### config.mk
export PLATFORM = sky130hd
export DESIGN_NAME = ps2_scan_decoder
export DESIGN_NICKNAME = d
export VERILOG_FILES = /design/src/rtl/ps2_pkg.sv /design/src/rtl/ps2_typematic_filter.sv /design/src/rtl/ps2_scan_decoder.sv
export SDC_FILE = /design/constraint.sdc
export NUM_CORES = 1
export LEC_CHECK = 0
export BUFFER_PORTS_ARGS = -buffer_cell sky130_fd_sc_hd__buf_2
export CAP_MARGIN = 20
export CELL_PAD_IN_SITES_DETAIL_PLACEMENT = 1
export CELL_PAD_IN_SITES_GLOBAL_PLACEMENT = 2
export CORE_MARGIN = 2
export CORE_UTILIZATION = 36
export CTS_CLUSTER_DIAMETER = 200
export DETAILED_ROUTE_END_ITERATION = 6
export PLACE_DENSITY = 0.83
export SYNTH_ARGS = -nofsm -noshare
export SYNTH_HDL_FRONTEND = slang
export SYNTH_SLANG_ARGS = --single-unit
### constraint.sdc
create_clock -name clk -period 3.2 [get_ports clk]
set_input_delay 0.16 -clock clk [delete_from_list [all_inputs] [get_ports clk]]
set_output_delay 0.16 -clock clk [all_outputs]
set_load 0.005 [all_outputs]
### src/rtl/ps2_pkg.sv
// rtl/ps2_pkg.sv - PS/2 Set-2 byte codes, decoder state type and byte classifiers
package ps2_pkg;

    localparam logic [7:0] PS2_EXT    = 8'hE0;
    localparam logic [7:0] PS2_BRK    = 8'hF0;
    localparam logic [7:0] PS2_PAUSE  = 8'hE1;
    localparam logic [7:0] PS2_LSHIFT = 8'h12;
    localparam logic [7:0] PS2_RSHIFT = 8'h59;

    // Keyboard status/response bytes that never represent a key
    localparam logic [7:0] PS2_BAT_OK   = 8'hAA;
    localparam logic [7:0] PS2_ACK      = 8'hFA;
    localparam logic [7:0] PS2_BAT_FAIL = 8'hFC;
    localparam logic [7:0] PS2_RESEND   = 8'hFE;
    localparam logic [7:0] PS2_OVF_LO   = 8'h00;
    localparam logic [7:0] PS2_OVF_HI   = 8'hFF;

    typedef enum logic [2:0] {
        ST_IDLE,
        ST_EXT,
        ST_BRK,
        ST_EXT_BRK,
        ST_SKIP
    } ps2_state_e;

    function automatic logic is_discard(input logic [7:0] b);
        return (b == PS2_BAT_OK) || (b == PS2_ACK) || (b == PS2_BAT_FAIL) ||
               (b == PS2_RESEND) || (b == PS2_OVF_LO) || (b == PS2_OVF_HI);
    endfunction

    function automatic logic is_shift(input logic [7:0] b);
        return (b == PS2_LSHIFT) || (b == PS2_RSHIFT);
    endfunction

endpackage

### src/rtl/ps2_typematic_filter.sv
// rtl/ps2_typematic_filter.sv - held-key register that suppresses auto-repeat makes
// Built only when PS2_TYPEMATIC_FILTER_EN is defined.
`ifdef PS2_TYPEMATIC_FILTER_EN
module ps2_typematic_filter (
    input  logic       clk,
    input  logic       rst_n,
    input  logic       make,
    input  logic       brk,
    input  logic       clear,
    input  logic       ext,
    input  logic [7:0] code,
    output logic       pass
);

    logic       held_vld;
    logic       held_ext;
    logic [7:0] held_code;
    logic       match;

    assign match = held_vld && (held_ext == ext) && (held_code == code);
    assign pass  = !match;

    always_ff @(posedge clk or negedge rst_n) begin
        if (!rst_n) begin
            held_vld  <= 1'b0;
            held_ext  <= 1'b0;
            held_code <= 8'h00;
        end else if (clear) begin
            held_vld <= 1'b0;
        end else if (make) begin
            held_vld  <= 1'b1;
            held_ext  <= ext;
            held_code <= code;
        end else if (brk && match) begin
            held_vld <= 1'b0;
        end
    end

endmodule
`endif

### src/rtl/ps2_scan_decoder.sv
// rtl/ps2_scan_decoder.sv - PS/2 Set-2 prefix stripper and shift tracker, one strobe per key press
// Optional auto-repeat suppression with PS2_TYPEMATIC_FILTER_EN.
module ps2_scan_decoder
    import ps2_pkg::*;
#(
    parameter int PAUSE_SKIP = 7
) (
    input  logic       clk,
    input  logic       rst_n,
    input  logic [7:0] rx_data,
    input  logic       rx_valid,
    input  logic       rx_err,
    output logic [7:0] key_code,
    output logic       key_ext,
    output logic       key_shift,
    output logic       key_valid,
    output logic       shift_held
);

    localparam logic [7:0] SKIP_LOAD = 8'(PAUSE_SKIP);

    ps2_state_e state, state_next;
    logic [7:0] cnt, cnt_next;
    logic       lshift, rshift;
    logic       make_evt, brk_evt, evt_ext;
    logic       byte_shift, key_evt, pass;

    always_comb begin
        state_next = state;
        cnt_next   = cnt;
        make_evt   = 1'b0;
        brk_evt    = 1'b0;
        evt_ext    = 1'b0;
        if (rx_err) begin
            state_next = ST_IDLE;
            cnt_next   = 8'h00;
        end else if (rx_valid) begin
            case (state)
                ST_IDLE: begin
                    if (rx_data == PS2_EXT) begin
                        state_next = ST_EXT;
                    end else if (rx_data == PS2_BRK) begin
                        state_next = ST_BRK;
                    end else if (rx_data == PS2_PAUSE) begin
                        state_next = ST_SKIP;
                        cnt_next   = SKIP_LOAD;
                    end else begin
                        make_evt = !is_discard(rx_data);
                    end
                end
                ST_EXT: begin
                    if (rx_data == PS2_BRK) begin
                        state_next = ST_EXT_BRK;
                    end else if ((rx_data != PS2_EXT) && (rx_data != PS2_PAUSE)) begin
                        make_evt   = 1'b1;
                        evt_ext    = 1'b1;
                        state_next = ST_IDLE;
                    end
                end
                ST_BRK: begin
                    brk_evt    = 1'b1;
                    state_next = ST_IDLE;
                end
                ST_EXT_BRK: begin
                    brk_evt    = 1'b1;
                    evt_ext    = 1'b1;
                    state_next = ST_IDLE;
                end
                ST_SKIP: begin
                    // A stray zero count must not strand the FSM in SKIP
                    if (cnt <= 8'd1) begin
                        cnt_next   = 8'h00;
                        state_next = ST_IDLE;
                    end else begin
                        cnt_next = cnt - 8'd1;
                    end
                end
                default: begin
                    state_next = ST_IDLE;
                    cnt_next   = 8'h00;
                end
            endcase
        end
    end

    assign byte_shift = is_shift(rx_data);
    assign key_evt    = make_evt && !byte_shift && pass;
    assign shift_held = lshift | rshift;

`ifdef PS2_TYPEMATIC_FILTER_EN
    ps2_typematic_filter u_filter (
        .clk   (clk),
        .rst_n (rst_n),
        .make  (make_evt && !byte_shift),
        .brk   (brk_evt),
        .clear (rx_err),
        .ext   (evt_ext),
        .code  (rx_data),
        .pass  (pass)
    );
`else
    assign pass = 1'b1;
`endif

    always_ff @(posedge clk or negedge rst_n) begin
        if (!rst_n) begin
            state     <= ST_IDLE;
            cnt       <= 8'h00;
            lshift    <= 1'b0;
            rshift    <= 1'b0;
            key_code  <= 8'h00;
            key_ext   <= 1'b0;
            key_shift <= 1'b0;
            key_valid <= 1'b0;
        end else begin
            state     <= state_next;
            cnt       <= cnt_next;
            key_valid <= key_evt;
            if (key_evt) begin
                key_code  <= rx_data;
                key_ext   <= evt_ext;
                key_shift <= lshift | rshift;
            end
            // Extended 12/59 are Print Screen fakes and never touch the shift flags
            if ((make_evt || brk_evt) && !evt_ext) begin
                if (rx_data == PS2_LSHIFT) lshift <= make_evt;
                if (rx_data == PS2_RSHIFT) rshift <= make_evt;
            end
        end
    end

endmodule

Word-level counts from Yosys, hierarchy flattened
Cells that the tools add are included.
{ "classes": {"addsub": 1, "order_cmp": 1, "eq_ne": 23, "n_mux": 30, "bitwise": 1, "reduce_logical": 22} }
{ "op_table": {"columns": ["op", "count"], "rows": [
  ["$eq 8x8->1 const B", 8],
  ["$mux 8", 6],
  ["$mux 3", 8],
  ["$pmux 8 s3", 1],
  ["$ne 8x8->1 const B", 2],
  ["$mux 1", 12],
  ["$ne 3x3->1 const B", 4],
  ["$pmux 3 s3", 1],
  ["$eq 8x5->1 const B", 1],
  ["$eq 8x7->1 const B", 1],
  ["$le 8x1->1 const B", 1],
  ["$logic_not 8->1", 1],
  ["$sub 8x1->8 const B", 1],
  ["$logic_or 1x1->1", 7],
  ["$eq 3x2->1 const B", 2],
  ["$ne 5x5->1 const B", 1],
  ["$reduce_and 5->1", 1],
  ["$ne 4x4->1 const B", 1],
  ["$pmux 1 s2", 2],
  ["$reduce_and 2->1", 2],
  ["$reduce_and 4->1", 1],
  ["$eq 3x1->1 const B", 1],
  ["$eq 3x3->1 const B", 1],
  ["$logic_and 1x1->1", 3],
  ["other kinds (7)", 9]
]} }
{ "totals": {"ff_bits": 24, "input_bits": 12, "out_inout_bits": 12, "elab_cells": 86} }

Logic depth before layout (Yosys ltp)
{ "logic_depth": {"depth_word": 16, "depth_mapped": 8, "ltp_nobuf": 7} }

Worst setup path before layout
Ideal clock, no wire load.
{ "synth_timing": {"kind": "register to register", "start": "register cnt[0]", "end": "register cnt[3]", "setup_ns": 0.129, "arrival_ns": 1.742, "required_ns": 3.071, "setup_slack_ns": 1.329, "path_stages_with_launch": 7, "n_path_buf": 0, "synth_period_minus_slack_ns": 1.871, "cell_sequence": "dfrtp_1 > inv_1 > ha_1 > o21bai_1 > o311ai_0 > or2_2 > o21ai_0"} }
{ "synth_between": {"elab_chain_cells": 5, "elab_cells_between_ends": 6, "cone_classes": "add/sub: 1; order compare: 1; mux: 4"} }
{ "synth_lines": {"columns": ["element", "line", "source"], "rows": [
  ["start, declared", "ps2_scan_decoder.sv:23", "logic [7:0] cnt, cnt_next;"],
  ["start signal, assigned", "ps2_scan_decoder.sv:117", "cnt <= cnt_next;"],
  ["$sub 8x1->8 or $le 8x1->1 (tied branches)", "ps2_scan_decoder.sv:75, ps2_scan_decoder.sv:71", null],
  ["$mux 8 (*)", "ps2_scan_decoder.sv:71", "if (cnt <= 8'd1) begin"],
  ["$pmux 8 s3 (*)", "ps2_scan_decoder.sv:38", "case (state)"],
  ["$mux 8 (*)", "ps2_scan_decoder.sv:37", "end else if (rx_valid) begin"],
  ["$mux 8 (*)", "ps2_scan_decoder.sv:34", "if (rx_err) begin"]
]} }
Every way passes the cells marked *; elsewhere a longest branch is shown, timed or not. The select of a mux whose other input is x is not followed.
A chain may end at the register's enable or synchronous reset.

Worst setup path after layout
{ "layout_timing": {"start": "register cnt[0]", "end": "register cnt[5]"} }
The elaborated chain is that of the path after synthesis.

==> summary.txt <==
Final min period: 2020 ps
Core ar.: 3660 um2
Crit-path slowest cell: dfrtp_1
Pwr dens: 676 nW/um2
Vias in the first global route: 1,282
# H-tree levels: 1
Fin util: 43.9%
Syn_area_per_cell: 9.46 um2
CTS tree: built
Prevailing post-synth register cell: dfrtp_1
Synthesis-to-finish area growth: 17.2%
Dpl cell area: 1530 um2
Seq pwr share: 41.1%
Largest area contributor in the netlist: dfrtp_1
Design Area, Final: 1610 um2
Die width: 65.7 um
Vias: 1,239
Final wirelength: 3480 um
Inserted Clock Buffers: 3
Number of diodes: 0
Drt wl/cell: 15.9 um
Reg clk slew, reported paths: 90 ps
Synth top area share: 43.8%
Top cells by area, synth: dfrtp_1 (44%), o21ai_0 (6.6%), mux2_4 (5.5%)
Initial antenna violation count: 0
Top-count cell post-synth: dfrtp_1
NetSw: 0.000359 W
Root buf cell: clkbuf_8
CP startpoint kind: register
Register area share after synthesis: 43.8%
Setup crit end kind: register
Post-CTS sizing: 0
Ys async rst share: 100%
Data arrival, critical path: 2190 ps
First-pass GRT wire length: 5980 um
Die height: 65.7 um
Post-synth top cells: dfrtp_1 (24), nor2_1 (19), o21ai_0 (18)
Max Slew Vio Count: 0
Later-pin clock latency in the skew report: 270 ps
Max Clock Freq: 494 MHz
Longest Clk Path Bufs: 2
GRT Util Overall: 17.7%
Worst endpoint required time: 3360 ps
Overall Power: 0.00109 W
Peak supply drop: 0.000311 V
Status: completed
Port Buffers: 23
Yosys reg bits: 24
Cell-internal power: 0.000727 W
Final setup fails: 0
Crit path max fanout: 6
Clock power frac: 24.9%
Grt ovf: 0
CP Class: register to register
Post-Syn Nets: 159
CTS sink cnt: 24
Starting density of the core: 37.5%
Gate power share: 34.0%
Routed Antenna Nets: 0
CP max stage delay: 420 ps
Slew Limit Headroom: 61.6%
Final Hold Vio Count: 0
# nets final: 185
Worst Hold Class: input port to register
Vias per inst: 5.68
Io pins: 24
Skew final: 3.63 ps
Cell area after synthesis: 1370 um2
Die area: 4320 um2
Setup_tns: 0 ps
RSZ-0062 raised after global routing: false
Number of enable flip-flop cells after synthesis: 0
Drt drc: 0
Iter 0 DRT Violations: 66
Drt first pass iters: 4
Largest net degree at the start of global routing: 25
Maxcap violations: 0
Cell row count: 22
Leak Pwr: 0.745 nW
Slew @ Worst Pin: 569 ps
Unique masters post-synth: 42
Share of cells above drive strength 1: 27.1%
Gpl congestion: 0.791
DPL Wire Length: 2670 um
Cell chain of the critical path: inv_1 > ha_1 > o21bai_1 > o311ai_0 > buf_4 > or2_2 > o41ai_1
Sw frac: 33.1%
Synth Instances: 145
Period utilization: 63.2%
YS warnings: 0
power by group through the flow:
stage	Sequential [W]	Combinational (W)	Clock [W]
detailed placement	0.000453	0.000375	0
CTS	0.000448	0.000377	0.000275
finish	0.000447	0.000369	0.000270
global placement	0.000449	0.000358	0
floorplan	0.000444	0.000241	0
global route	0.000460	0.000417	0.000287
what timing repair did:
action                    4_1_cts  5_1_grt
hold buffers                    1        0
hold endpoints to repair       24        0
setup buffers                   0        0
sequential cells by signal (all words and copies together), names as in the netlist:
| name | count |
|---|---|
| key_valid | 1 |
| key_ext | 1 |
| key_shift | 1 |
| lshift | 1 |
| state | 3 |
| key_code | 8 |
| cnt | 8 |
| rshift | 1 |
per-stage QoR:
| step | setup slack (ps) | hold slack [ps] | instances |
|---|---|---|---|
| detailed placement | 1180 | 184 | 213 |
| CTS | 1160 | 177 | 218 |
| floorplan | 1330 | -136 | 145 |
| global placement | 1200 | 175 | 213 |
| global route | 1020 | 190 | 218 |
| finish | 1180 | 181 | 218 |
final cells by class:
| type | count | area, um2 |
|---|---|---|
| Clock buffer | 3 | 41.3 |
| Clock inverter | 1 | 30.0 |
| Fill cell | 418 | 2050 |
| Inverter | 6 | 22.5 |
| Multi-Input combinational cell | 110 | 712 |
| Sequential cell | 24 | 601 |
| Tap cell | 48 | 60.1 |
| Timing Repair Buffer | 26 | 140 |
worst paths after layout:
kind,to,slack [ps],cells after the start,start
max in group asynchronous,rshift,2420,2,rst_n
worst max-delay path,cnt[5],1180,7,cnt[0]
min in group asynchronous,key_ext,400,2,rst_n
worst max register to register,cnt[5],1180,7,cnt[0]
worst min register to register,key_code[5],510,1,key_code[5]
worst min-delay path,key_code[5],180,2,rx_data[5]
cells in the final DEF, fill, tap and decap left out, types with 2 or more instances in the layout:
cell	Yosys	final
a21oi_1	4	4
a22o_2	3	3
a31oi_1	3	3
and3_1	2	2
buf_2	2	23
buf_4	0	2
clkbuf_8	0	3
dfrtp_1	24	24
ha_1	2	2
inv_1	5	5
mux2_2	2	2
mux2_4	5	5
nand2_1	9	9
nand2b_1	2	2
nand3_1	6	6
nand4b_1	2	2
nor2_1	19	19
nor3_1	5	5
nor4_1	4	4
o21ai_0	18	18
o31ai_1	3	3
or2_2	2	2
critical path, delay by kind of cell (launching register included):
family          cells  cell delay [ps]
compound gates      3              630
fa+ha+maj           1              260
buf+inv             2              280
flops               1              420
simple gates        1              320
cells by family after synthesis:
logic type	count (synthesis)	share of synthesized area, %
fa+ha+maj	3	2.65
compound gates	40	19.5
buf+inv	11	4.29
simple gates	59	21.9
mux	8	7.85
flops	24	43.8
layer usage:
| layer | part of all wire (%) | vias to the layer above | GRT usage (%) | wire length [um] |
|---|---|---|---|---|
| li1 | - | 584 | - | - |
| met1 | 42 | 625 | 20.2 | 1460 |
| met2 | 52 | 24 | 33.0 | 1820 |
| met3 | 4.3 | 6 | 3.25 | 149 |
| met4 | 1.2 | 0 | 5.47 | 42 |
| met5 | 0 | - | 0 | 0 |
Power figures use the tool's default switching activity.
